**config.mk**
```make
export PLATFORM = sky130hd
export DESIGN_NAME = mem_port_arbiter
export DESIGN_NICKNAME = d
export VERILOG_FILES = /design/src/rtl/mem_port_arbiter.sv
export SDC_FILE = /design/constraint.sdc
export NUM_CORES = 1
export LEC_CHECK = 0
export BUFFER_PORTS_ARGS = -buffer_cell sky130_fd_sc_hd__buf_2
export CAP_MARGIN = 20
export CORE_AREA = 2 2 90 92
export DETAILED_ROUTE_END_ITERATION = 10
export DIE_AREA = 0 0 92 94
export HOLD_SLACK_MARGIN = 0.02
export PLACE_DENSITY = 0.64
export SETUP_SLACK_MARGIN = 0.02
export SLEW_MARGIN = 40
export SYNTH_ARGS = -nofsm -noshare
export SYNTH_HDL_FRONTEND = slang
export SYNTH_SLANG_ARGS = --single-unit
export TNS_END_PERCENT = 20
```
**constraint.sdc**
```tcl
create_clock -name clock -period 3.8 [get_ports clock]
set_clock_uncertainty 0.1 [all_clocks]
set_input_delay 0.57 -clock clock [delete_from_list [all_inputs] [get_ports clock]]
set_output_delay 0.57 -clock clock [all_outputs]
set_load 0.05 [all_outputs]
```
**src/rtl/mem_port_arbiter.sv**
```systemverilog
// mem_port_arbiter
//   Shares one synchronous-read RAM port between instruction fetch and
//   load/store. One access is issued per cycle. Data requests win. The
//   registered response owner steers the read data that comes back one
//   cycle after the grant.
//
// Optional feature: define MEM_ARB_STARVE_GUARD_EN to add a starvation guard.
//   In that build, fetch is forced to win after STARVE_LIMIT consecutive
//   denied fetch cycles.
//
// Ports
//   clock, reset          : clock, synchronous active-high reset
//   i_req/i_addr          : fetch read request
//   i_ready               : fetch granted this cycle
//   i_rvalid/i_rdata      : fetch read response (one cycle after grant)
//   d_req/d_we/d_addr/d_wdata : data request (read or write)
//   d_ready               : data granted this cycle
//   d_rvalid/d_rdata      : data read response (reads only)
//   mem_en/mem_we/mem_addr/mem_wdata : RAM access strobe and payload
//   mem_rdata             : RAM read data, valid the cycle after a read strobe
//   conflict_count        : saturating count of cycles with both requests high
module mem_port_arbiter #(
    parameter int ADDRESS_BITS = 16,
    parameter int STARVE_LIMIT = 4
) (
    input  logic                    clock,
    input  logic                    reset,
    input  logic                    i_req,
    input  logic [ADDRESS_BITS-1:0] i_addr,
    output logic                    i_ready,
    output logic                    i_rvalid,
    output logic [31:0]             i_rdata,
    input  logic                    d_req,
    input  logic                    d_we,
    input  logic [ADDRESS_BITS-1:0] d_addr,
    input  logic [31:0]             d_wdata,
    output logic                    d_ready,
    output logic                    d_rvalid,
    output logic [31:0]             d_rdata,
    output logic                    mem_en,
    output logic                    mem_we,
    output logic [ADDRESS_BITS-1:0] mem_addr,
    output logic [31:0]             mem_wdata,
    input  logic [31:0]             mem_rdata,
    output logic [15:0]             conflict_count
);

    typedef enum logic [1:0] {
        OWN_NONE   = 2'd0,
        OWN_IFETCH = 2'd1,
        OWN_DREAD  = 2'd2
    } owner_t;

    owner_t owner, owner_next;
    logic   force_fetch;
    logic   grant_i, grant_d;

`ifdef MEM_ARB_STARVE_GUARD_EN
    localparam int STARVE_W = $clog2(STARVE_LIMIT + 1);

    logic [STARVE_W-1:0] starve_cnt;

    // Counts consecutive cycles where fetch asks but loses. It clears as soon
    // as fetch is served or stops asking. It stops counting at the limit, so
    // force_fetch holds until the grant happens.
    always_ff @(posedge clock) begin
        if (reset) begin
            starve_cnt <= '0;
        end else if (!i_req || grant_i) begin
            starve_cnt <= '0;
        end else if (starve_cnt != STARVE_W'(STARVE_LIMIT)) begin
            starve_cnt <= starve_cnt + 1'b1;
        end
    end

    assign force_fetch = (starve_cnt == STARVE_W'(STARVE_LIMIT)) && i_req;
`else
    assign force_fetch = 1'b0;
`endif

    // Grant selection. Reset masks every grant, so the RAM sees no strobe
    // while the core is being reset.
    always_comb begin
        grant_i = 1'b0;
        grant_d = 1'b0;
        if (!reset) begin
            if (force_fetch) begin
                grant_i = 1'b1;
            end else if (d_req) begin
                grant_d = 1'b1;
            end else if (i_req) begin
                grant_i = 1'b1;
            end
        end
    end

    assign i_ready = grant_i;
    assign d_ready = grant_d;

    // The memory payload is muxed from the granted port. It is zero when
    // nothing is granted, so an idle port is quiet.
    always_comb begin
        mem_en    = 1'b0;
        mem_we    = 1'b0;
        mem_addr  = '0;
        mem_wdata = '0;
        if (grant_d) begin
            mem_en    = 1'b1;
            mem_we    = d_we;
            mem_addr  = d_addr;
            mem_wdata = d_wdata;
        end else if (grant_i) begin
            mem_en    = 1'b1;
            mem_addr  = i_addr;
        end
    end

    // Response owner: records who receives next cycle's mem_rdata.
    // A write leaves no owner because it completes at grant.
    always_ff @(posedge clock) begin
        if (reset) begin
            owner <= OWN_NONE;
        end else begin
            owner <= owner_next;
        end
    end

    always_comb begin
        owner_next = OWN_NONE;
        if (grant_i) begin
            owner_next = OWN_IFETCH;
        end else if (grant_d && !d_we) begin
            owner_next = OWN_DREAD;
        end
    end

    // While reset is high, any response still in flight is suppressed.
    // All outputs therefore read 0 during reset.
    assign i_rvalid = !reset && (owner == OWN_IFETCH);
    assign d_rvalid = !reset && (owner == OWN_DREAD);
    assign i_rdata  = i_rvalid ? mem_rdata : 32'h0;
    assign d_rdata  = d_rvalid ? mem_rdata : 32'h0;

    always_ff @(posedge clock) begin
        if (reset) begin
            conflict_count <= '0;
        end else if (i_req && d_req && (conflict_count != 16'hFFFF)) begin
            conflict_count <= conflict_count + 16'd1;
        end
    end

endmodule

```
# Word level (Yosys, flattened, before mapping)
# Cells that the tools add are included.
# classes
n_addsub,1
n_eq_ne,3
n_mux,15
n_reduce_logical,8
# op_table
operator,n
$mux 32,3
$mux 16,2
$add 16x1->16 const B,1
$ne 16x16->1 const B,1
$mux 1,9
$logic_and 1x1->1,5
$eq 2x1->1 const B,1
$eq 2x2->1 const B,1
$logic_not 1->1,2
$mux 2,1
$reduce_or 2->1,1
# word_totals
ff_bits,18
wordCells,30

# Longest topological paths before layout
# Gate-level depths: netlist (run 1).
# depth
ltp_word,5
ltp_mapped,6

# Worst setup path after synthesis (run 1)
# Ideal clock, no wire load.
# synth_timing
kind,input port to output port
start,in d_req
end,out mem_addr[10]
t_arrival_ns,2.341
required_time_ns,3.130
slack_ns,0.789
path_stages,3
n_path_buf,1
path_cell_list,nor3b_1 clkbuf_1 a22o_1
# synth_via
elab_chain_cells,4
word_cells_on_any_way,6
cone_classes,6 x mux
# synth_rtl
item,line,rtl
from (decl),33,"input logic d_req,"
$mux 1,89,end else if (d_req) begin
$mux 1,86,if (!reset) begin
net i_ready,30,"output logic i_ready,"
$mux 16,112,end else if (grant_i) begin
$mux 16,107,if (grant_d) begin
to (decl),42,"output logic [ADDRESS_BITS-1:0] mem_addr,"
# The timed path passes the listed nets, and every way through them passes these cells.

# Worst setup path in the final report (run 1)
# layout_timing
start,in reset
end,out mem_addr[4]
# layout_via
elab_chain_cells,3
word_cells_on_any_way,4
cone_classes,4 x mux
# layout_rtl
item,line,rtl
from (decl),27,"input logic reset,"
$mux 1,86,
$mux 16,112,
$mux 16 *,107,
# Every way passes the cells marked *; elsewhere a longest branch is shown, timed or not.

==> summary.md, run 1 <==
| Metric | Value |
|---|---|
| Largest cells by area after synthesis | and2_1 (36%), dfxtp_1 (21%), a22o_1 (8.3%) |
| Fin util | 39.7% |
| Yosys reg bits | 18 |
| Relative max-transition margin | 45.8% |
| All-Layer GR Usage | 17.0% |
| Clock Path Buffers | 2 |
| Die area | 8650 um2 |
| Post-synthesis sequential area ratio | 21.3% |
| Placed Instances | 556 |
| Final ANT Viol Nets | 0 |
| CTS tree | done |
| H-tree levels | 1 |
| Drt wl/cell | 14.8 um |
| Initial antenna violation count | 0 |
| Starting DRT DRC Count | 128 |
| Chip width | 92 um |
| Die height | 94 um |
| Mapped Area | 1690 um2 |
| Run status | finished, final reports clean |
| P_leak | 1.75 nW |
| I/O pins | 235 |
| Area delta synth->final | 78.9% |
| Startpoint types | input port |
| Slew @ Worst Pin | 804 ps |
| Post-CTS repair timing setup buffer count | 0 |
| Hold Buf Count CTS | 0 |
| Synth warn | 0 |
| Worst-path clk slew | 60 ps |
| RSZ-0062 raised after global routing | no |
| Global-route wire length before repair | 11800 um |
| Area leader, netlist | and2_1 |
| Kind of critical path | input port to output port |
| Drc violations | 0 |
| Setup TNS | 0 ps |
| Grt ovf | 0 |
| CP arrival | 1900 ps |
| Register area | 360 um2 |
| DP Area | 2980 um2 |
| Multi-input combinational cell area | 1280 um2 |
| Fillers | 826 |
| Highest routing layer actually used | met4 |
| Slowest cell on the critical path | buf_4 |
| TritonCTS Buffers | 3 |
| Post-route cell area | 3020 um2 |
| CP cell instances | buf_2 > nor2b_2 > buf_4 > a22o_1 > buf_2 |
| Most frequent CP cell | buf_2 |
| PortBufs | 234 |
| PostCTS Resize Cnt | 0 |
| Mapped Cells | 232 |
| Fin cells | 559 |
| Max_cap viols | 0 |
| Vias in the first global route | 2278 |
| Mapped Nets | 334 |
| Clock Latency Late Sink | 250 ps |
| GP Congestion | 0.900 |
| FP Rows | 32 |
| Number of max-slew violations in the final report | 0 |
| Largest net degree at the start of global routing | 52 |
| Pre-CTS WS | 1230 ps |
| Syn_area_per_cell | 7.28 um2 |
| Initial Util | 22.2% |
| Vias per inst | 4.47 |
| F_max | 0.389 GHz |
| Root Buffer | clkbuf_8 |
| Final Cycle Share | 67.6% |
| Hold violation count in the final report | 0 |
| Worst Hold Class | input port to register |
| Routed wire length | 8290 um |
| Met1 Wirelength | 3060 um |
| Slowest stage delay, CP | 360 ps |
| DP Wirelength | 7040 um |
| Netlist cell types | 33 |
| Setup ws final | 1230 ps |
| Routed wl met3 | 578 um |
| Worst Path Required | 3130 ps |
| TritonCTS Sinks | 18 |
| Routed vias | 2500 |
| Period minus WS final | 2570 ps |
| Setup violations, final | 0 |
| VDD IR-drop max | 114 uV |
| Fin nets | 561 |
| Cell family with most CP delay | buffers and inverters |
| Core Box Area | 7610 um2 |
| Metal2 WL | 4640 um |
| Worst setup EP type | output port |
| WP buf/inv | 3 |
| Layout cells sized above 1 | 55.6% |
| Antenna Cells | 0 |
| Share of the synthesized area in the top cell type | 36.3% |
| Highest net fanout along the worst path | 51 |
| First-pass DRT Iterations | 4 |
| Power per cell area | 204 nW/um2 |
## through the flow
step	total power, mW	hold slack [ps]
final	0.617	397
after global routing	0.645	408
after CTS	0.626	396
after detailed placement	0.489	420
after global placement	0.488	399
after floorplan	0.383	542
## synthesized netlist by cell type, drive strengths merged
cell,count
a31oi,1
o31ai,4
a211oi,3
ha,1
nor2b,3
o31a,1
clkbuf,16
dfxtp,18
o21bai,1
a21oi,10
a22o,16
and2,98
or2,2
mux2i,1
nand3,9
nor3,1
or4,6
nor4,3
nand2,7
or3,4
o21ai,4
o41ai,2
xor2,1
nand4,4
mux2,1
nor2,8
inv,3
nor3b,4
## final timing paths
kind | start | endpoint | slack [ps] | cells after the start
setup / recovery | reset | mem_addr[4] | 1230 | 5
setup reg to reg | conflict_count[9]$_SDFFE_PP0P_ | conflict_count[7]$_SDFFE_PP0P_ | 1550 | 4
hold / removal | d_we | owner[1]$_SDFF_PP0_ | 400 | 2
hold reg to reg | conflict_count[4]$_SDFFE_PP0P_ | conflict_count[4]$_SDFFE_PP0P_ | 440 | 2
## cells by family after synthesis
group | count (synthesis) | share of synthesized area, %
simple gates | 149 | 53.4
compound gates | 42 | 18.4
buf+inv | 19 | 4.30
flops | 18 | 21.3
mux | 2 | 1.26
xor+xnor | 1 | 0.519
fa+ha+maj | 1 | 0.741
## placed cells by master (no fill, tap or decap), drive strengths merged, types with 6 or more instances in the layout
cell,n
nand3,9
a21oi,10
nor2,8
nand2,7
and2,98
or4,6
buf,238
dfxtp,18
a22o,16
## final cells by class
cell class              count  share of cell area [%]
inverters                   3                   0.373
well taps                 102                    4.22
clock buffers               3                    1.37
multi-input cells         195                    42.4
repair buffers            238                    39.8
flip-flops and latches     18                    11.9
## sequential cells by signal, indices dropped and copies added (netlist names)
name            flops
conflict_count     16
owner               2
## metal layers
metal	up-vias	GRT usage (%)
met2	121	33.5
met4	0	1.62
met1	1123	19.4
met5	-	0
met3	3	3.37
li1	1253	-
## report_power, final
group | leakage, nW | internal [mW] | switching (mW) | total, mW
clock network | 0.0216 | 0.0705 | 0.0626 | 0.133
registers | 0.145 | 0.191 | 0.00277 | 0.194
logic | 1.58 | 0.0875 | 0.203 | 0.290
No activity file was read; power rests on OpenSTA's default activity.
==> inputs of run 2 (changes only) <==
Clock period 3.8 ns to 2.65 ns, I/O delays scaled along.
==> run 2 against run 1 <==
  * Via count grew 0.68%
  * Largest cell class unchanged
  * Sequential cell count is the same
  * Critical path depth is the same
  * Die area is the same
  * Wire length shrank 6.1%
  * Register-to-register slack lost 990 ps
  * Worst hold slack lost 190 ps
  * Count of clock-buffer cells in the layout grew 1
  * Global-route usage shrank 0.88 points
  * Utilization grew 0.46 points
==> summary.md, run 2 (synthesis gave the netlist of run 1 again) <==
| Metric | Value |
|---|---|
| Most frequent cells in the layout | buf_2 (234), and2_1 (98), dfxtp_1 (18) |
| Hold Path Sink | owner[1]$_SDFF_PP0_ |
| Starting DRT DRC Count | 58 (-55%) |
| Drt wl/cell | 13.9 um (-6.6%) |
| Flop2flop setup slack | 560 ps (-990 ps) |
| Initial Util | 22.2% (unchanged) |
| Hold violation count in the final report | 0 (unchanged) |
| Hold Buf Count CTS | 0 (unchanged) |
| RSZ-0062 raised after global routing | no |
| Hold_ws | 203 ps (-194 ps) |
| Max reg flops | 16 (unchanged) |
| I/O pins | 235 (unchanged) |
| Startpoint types | input port |
| Area delta synth->final | 81.0% |
| Setup violations, final | 0 (unchanged) |
| Clock Path Buffers | 2 (unchanged) |
| Final ANT Viol Nets | 0 (unchanged) |
| DP Wirelength | 6570 um (-6.7%) |
| Vias in the first global route | 2316 (+1.7%) |
| PostCTS Resize Cnt | 0 (unchanged) |
| Worst Hold Class | input port to register |
| GP Congestion | 0.922 (+2.4%) |
| Root Buffer | clkbuf_8 |
| Max_cap viols | 0 (unchanged) |
| Slew @ Worst Pin | 459 ps (-346 ps) |
| Die area | 8650 um2 (unchanged) |
| Fillers | 827 (+0.12%) |
| Highest net fanout along the worst path | 33 (-35%) |
| Relative max-transition margin | 69.4% (+24 points) |
| Routed wire length | 7790 um (-6.1%) |
| Reg-to-Reg Start | conflict_count[2]$_SDFFE_PP0P_ |
| Fin nets | 563 (+0.36%) |
| Power per cell area | 303 nW/um2 (+48%) |
| Worst setup EP type | output port |
| Run status | finished, final reports clean |
| Die height | 94 um (unchanged) |
| Period minus WS final | 2100 ps |
| Clock Latency Late Sink | 260 ps (about the same) |
| VDD IR-drop max | 166 uV (+46%) |
| Layout cells sized above 1 | 55.7% (+0.072 points) |
| FF-to-FF End | conflict_count[13]$_SDFFE_PP0P_ |
| Biggest regs | conflict_count (16), owner (2) |
| HP Start | d_we |
| PortBufs | 234 (unchanged) |
| Worst-path clk slew | 70 ps (about the same) |
| TritonCTS Buffers | 3 (unchanged) |
| Antenna Cells | 0 (unchanged) |
| First-pass DRT Iterations | 4 (unchanged) |
| All-Layer GR Usage | 16.1% (-0.88 points) |
| H-tree levels | 1 (unchanged) |
| F_max | 0.475 GHz |
| Drc violations | 0 (unchanged) |
| Largest net degree at the start of global routing | 52 (unchanged) |
| TritonCTS Sinks | 18 (unchanged) |
| Routed vias | 2517 (+0.68%) |
| Post-CTS repair timing setup buffer count | 0 (unchanged) |
| CP arrival | 1610 ps (-290 ps) |
| Global-route wire length before repair | 11400 um (-3.8%) |
| Reg2reg path depth | 4 (unchanged) |
| Chip width | 92 um (unchanged) |
| P_leak | 1.77 nW (+1.2%) |
| Final Cycle Share | 79.4% |
| Vias per inst | 4.48 (+0.14%) |
| Largest register by flop count | conflict_count |
| FP Rows | 32 (unchanged) |
| CTS tree | done |
| CP startpoint | reset |
| Most common cell after layout, fill and taps aside | buf_2 |
| Worst Path Required | 2150 ps (-980 ps) |
| Number of max-slew violations in the final report | 0 (unchanged) |
| Setup TNS | 0 ps (unchanged) |
| Grt ovf | 0 (unchanged) |
| Core Box Area | 7610 um2 (unchanged) |
| Initial antenna violation count | 0 (unchanged) |
| Hold depth | 2 (unchanged) |
| Kind of critical path | input port to output port |
-- run 2: cell count changes in the layout (fill, tap and decap cells not counted), sizes merged --
cell | previous run | this run
buf | 238 | 240
clkbuf | 3 | 4
-- run 2: how the worst max path moves through the flow --
stage,to,slack [ps],cells past startpoint
floorplan,d_rdata[22],260,3
CTS,d_rdata[15],540,5
global route,conflict_count[13]$_SDFFE_PP0P_,410,4
detailed placement,d_rdata[15],540,5
global placement,d_rdata[11],540,5
finish,d_rdata[23],550,5
-- run 2: where the power goes --
group / internal [mW] / switching [mW]
registers: 0.274 / 0.00394
logic: 0.128 / 0.288
clock network: 0.132 / 0.100
total: 0.534 / 0.392
-- run 2: critical path, cell delays in order --
cell and delay [ps]:
buf_2 250, nor3b_2 220, buf_4 290, and2_1 170, buf_2 260
-- run 2: area by class of cell --
cell class              instances  area [um2]  share of cell area [%]
repair buffers                240        1230                    40.2
flip-flops and latches         18         360                    11.8
well taps                     102         128                    4.18
clock buffers                   4        55.1                    1.80
inverters                       3        11.3                   0.368
multi-input cells             195        1270                    41.7
-- run 2: metal layers --
layer	global-route usage, %	up-vias	routed length (um)	part of all wire [%]
met1	19.9	1123	3090	40
li1	-	1257	-	-
met4	4.23	0	152	2.0
met2	28.6	127	3940	51
met3	3.29	10	604	7.8
met5	0	-	0	0
-- run 2: metrics by stage --
step	worst slack (ps)	instances	cell area (um2)	util [%]	total power, mW
6_report	546	562	3060	40.2	0.927
3_3_place_gp	545	558	3000	39.5	0.700
4_1_cts	538	562	3060	40.2	0.935
3_5_place_dp	538	558	3000	39.5	0.703
5_1_grt	409	562	3060	40.2	0.968
2_1_floorplan	257	232	1690	-	0.549
==> inputs of run 3 (changes only) <==
Settings changed: CORE_AREA 2 2 90 92 to 2 2 91 93, DIE_AREA 0 0 92 94 to 0 0 93 95, PLACE_DENSITY 0.64 to 0.66.
Clock period 2.65 ns to 1.8 ns, I/O delays scaled along.
==> run 3 against run 2 <==
  * Sequential cell count stayed put
  * Highest routed layer unchanged
  * Sequential power is 43% higher
  * Die area is 2.2% higher
  * Count of clock-buffer cells in the layout is 1 lower
  * Combinational power is 87% higher
==> summary.md, run 3 (synthesis gave the netlist of run 1 again) <==
| Metric | Value |
|---|---|
| Run status | finished, final reports clean |
| Clock Path Buffers | 2 (unchanged) |
| FP Rows | 33 (+3.1%) |
| Largest register by flop count | conflict_count |
| F_max | 0.557 GHz |
| Period minus WS final | 1790 ps |
| Die area | 8840 um2 (+2.2%) |
| Slew @ Worst Pin | 499 ps (+40.0 ps) |
| VDD IR-drop max | 188 uV (+13%) |
| CP cell instances | nand3_1 > or4_4 > or4_4 > a21oi_2 |
| DP Wirelength | 7540 um (+15%) |
| PortBufs | 234 (unchanged) |
| Drt wl/cell | 17.6 um (+27%) |
| Grt ovf | 0 (unchanged) |
| Relative max-transition margin | 66.6% (-2.8 points) |
| Area delta synth->final | 167% |
| First-pass DRT Iterations | 4 (unchanged) |
| CTS tree | done |
| Worst-path clk slew | 70 ps (about the same) |
| Register area | 408 um2 (+13%) |
| Power per cell area | 323 nW/um2 (+6.6%) |
| Startpoint types | register |
| Biggest regs | conflict_count (16), owner (2) |
| Highest net fanout along the worst path | 7 (-79%) |
| Most frequent cells in the layout | buf_2 (132), buf_8 (60), and2_4 (59) |
| Core Box Area | 7930 um2 (+4.2%) |
| Max_cap viols | 0 (unchanged) |
| Routed vias | 2811 (+12%) |
| Setup TNS | 0 ps (unchanged) |
| Setup violations, final | 0 (unchanged) |
| Final ANT Viol Nets | 0 (unchanged) |
| HP Start | d_we |
| Hold_ws | 106 ps (-96.9 ps) |
| Largest net degree at the start of global routing | 52 (unchanged) |
| TritonCTS Buffers | 3 (unchanged) |
| Max reg flops | 16 (unchanged) |
| Fillers | 736 (-11%) |
| Most common cell after layout, fill and taps aside | buf_2 |
| Multi-input combinational cell area | 1540 um2 (+21%) |
| Most frequent CP cell | or4_4 |
| Chip width | 93 um (+1.1%) |
| Reg-to-Reg Start | conflict_count[0]$_SDFFE_PP0P_ |
| GP Congestion | 0.843 (-8.5%) |
| TritonCTS Sinks | 18 (unchanged) |
| All-Layer GR Usage | 17.9% (+1.8 points) |
| Root Buffer | clkbuf_8 |
| I/O pins | 235 (unchanged) |
| Slowest stage delay, CP | 540 ps (+250 ps) |
| Fin cells | 603 (+7.3%) |
| Final Cycle Share | 99.7% |
| RSZ-0062 raised after global routing | yes |
| Vias per inst | 4.66 (+4.1%) |
| Worst setup EP type | register |
| Number of max-slew violations in the final report | 0 (unchanged) |
| Hold violation count in the final report | 0 (unchanged) |
| Layout cells sized above 1 | 79.5% (+24 points) |
| Clock Latency Late Sink | 260 ps (about the same) |
| Initial antenna violation count | 0 (unchanged) |
| Kind of critical path | register to register |
| Hold Buf Count CTS | 0 (unchanged) |
| Antenna Cells | 0 (unchanged) |
| Global-route wire length before repair | 12400 um (+9.2%) |
| CP arrival | 1880 ps (+270 ps) |
| Routed wire length | 10600 um (+36%) |
| Worst Hold Class | input port to register |
| Worst Path Required | 1890 ps (-260 ps) |
| CP startpoint | conflict_count[0]$_SDFFE_PP0P_ |
| Placed Instances | 586 (+5.0%) |
| Fin nets | 602 (+6.9%) |
| Die height | 95 um (+1.1%) |
| Initial Util | 21.3% (-0.90 points) |
| H-tree levels | 1 (unchanged) |
| Slowest cell on the critical path | or4_4 |
| Vias in the first global route | 2438 (+5.3%) |
| Drc violations | 0 (unchanged) |
| Starting DRT DRC Count | 67 (+16%) |
| P_leak | 2.20 nW (+25%) |
-- run 3: cell count changes in the layout (fill, tap and decap cells not counted), moves of 10 or more --
cell / before / now
buf_8: 0 / 60
dfxtp_4: 0 / 10
clkbuf_4: 0 / 33
and2_4: 0 / 59
dfxtp_1: 18 / 0
buf_4: 5 / 36
buf_2: 234 / 132
and2_1: 98 / 39
-- run 3: critical path: cells and delay by family (launching register included) --
kind | cells | cell delay [ps]
compound gates | 1 | 120
flops | 1 | 360
simple gates | 3 | 1140
-- run 3: power breakdown --
group          internal [mW]  switching (mW)  leakage [nW]
combinational          0.306           0.475          2.02
clock                  0.149           0.130        0.0216
sequential             0.390         0.00561         0.157
-- run 3: cell type report --
type | count | share of cell area (%)
Sequential cell | 18 | 9.05
Clock buffer | 3 | 0.916
Inverter | 3 | 0.250
Timing Repair Buffer | 279 | 52.8
Tap cell | 105 | 2.91
Multi-Input combinational cell | 195 | 34.1
-- run 3: worst paths after layout --
| check | end | slack (ps) | cells after the start |
|---|---|---|---|
| max | conflict_count[13]$_SDFFE_PP0P_ | 6 | 4 |
| min | owner[1]$_SDFF_PP0_ | 110 | 2 |
| max reg2reg | conflict_count[13]$_SDFFE_PP0P_ | 6 | 4 |
| min reg2reg | conflict_count[14]$_SDFFE_PP0P_ | 390 | 2 |
-- run 3: repair_timing --
action,4_1_cts,5_1_grt
gates resized for setup,67,243
hold endpoints to repair,0,0
cloned,0,6
endpoints found under the setup margin,72,108
pin swaps,1,50
buffers inserted,0,8
-- run 3: metal layers --
layer,global-route usage [%],wire length [um]
met1,19.5,3730
met5,0,0
met2,34.9,6050
met3,2.95,526
met4,5.76,310
-- run 3: stage by stage --
step | utilization [%] | total power [mW] | instance area (um2) | setup slack [ps]
final | 56.9 | 1.46 | 4510 | 6.00
after global routing | 56.9 | 1.52 | 4510 | -56.9
after CTS | 44.7 | 1.35 | 3540 | -33.7
after detailed placement | 42.0 | 1.05 | 3330 | -123
after global placement | 42.0 | 1.05 | 3330 | -82.4
after floorplan | - | 0.803 | 1790 | -199
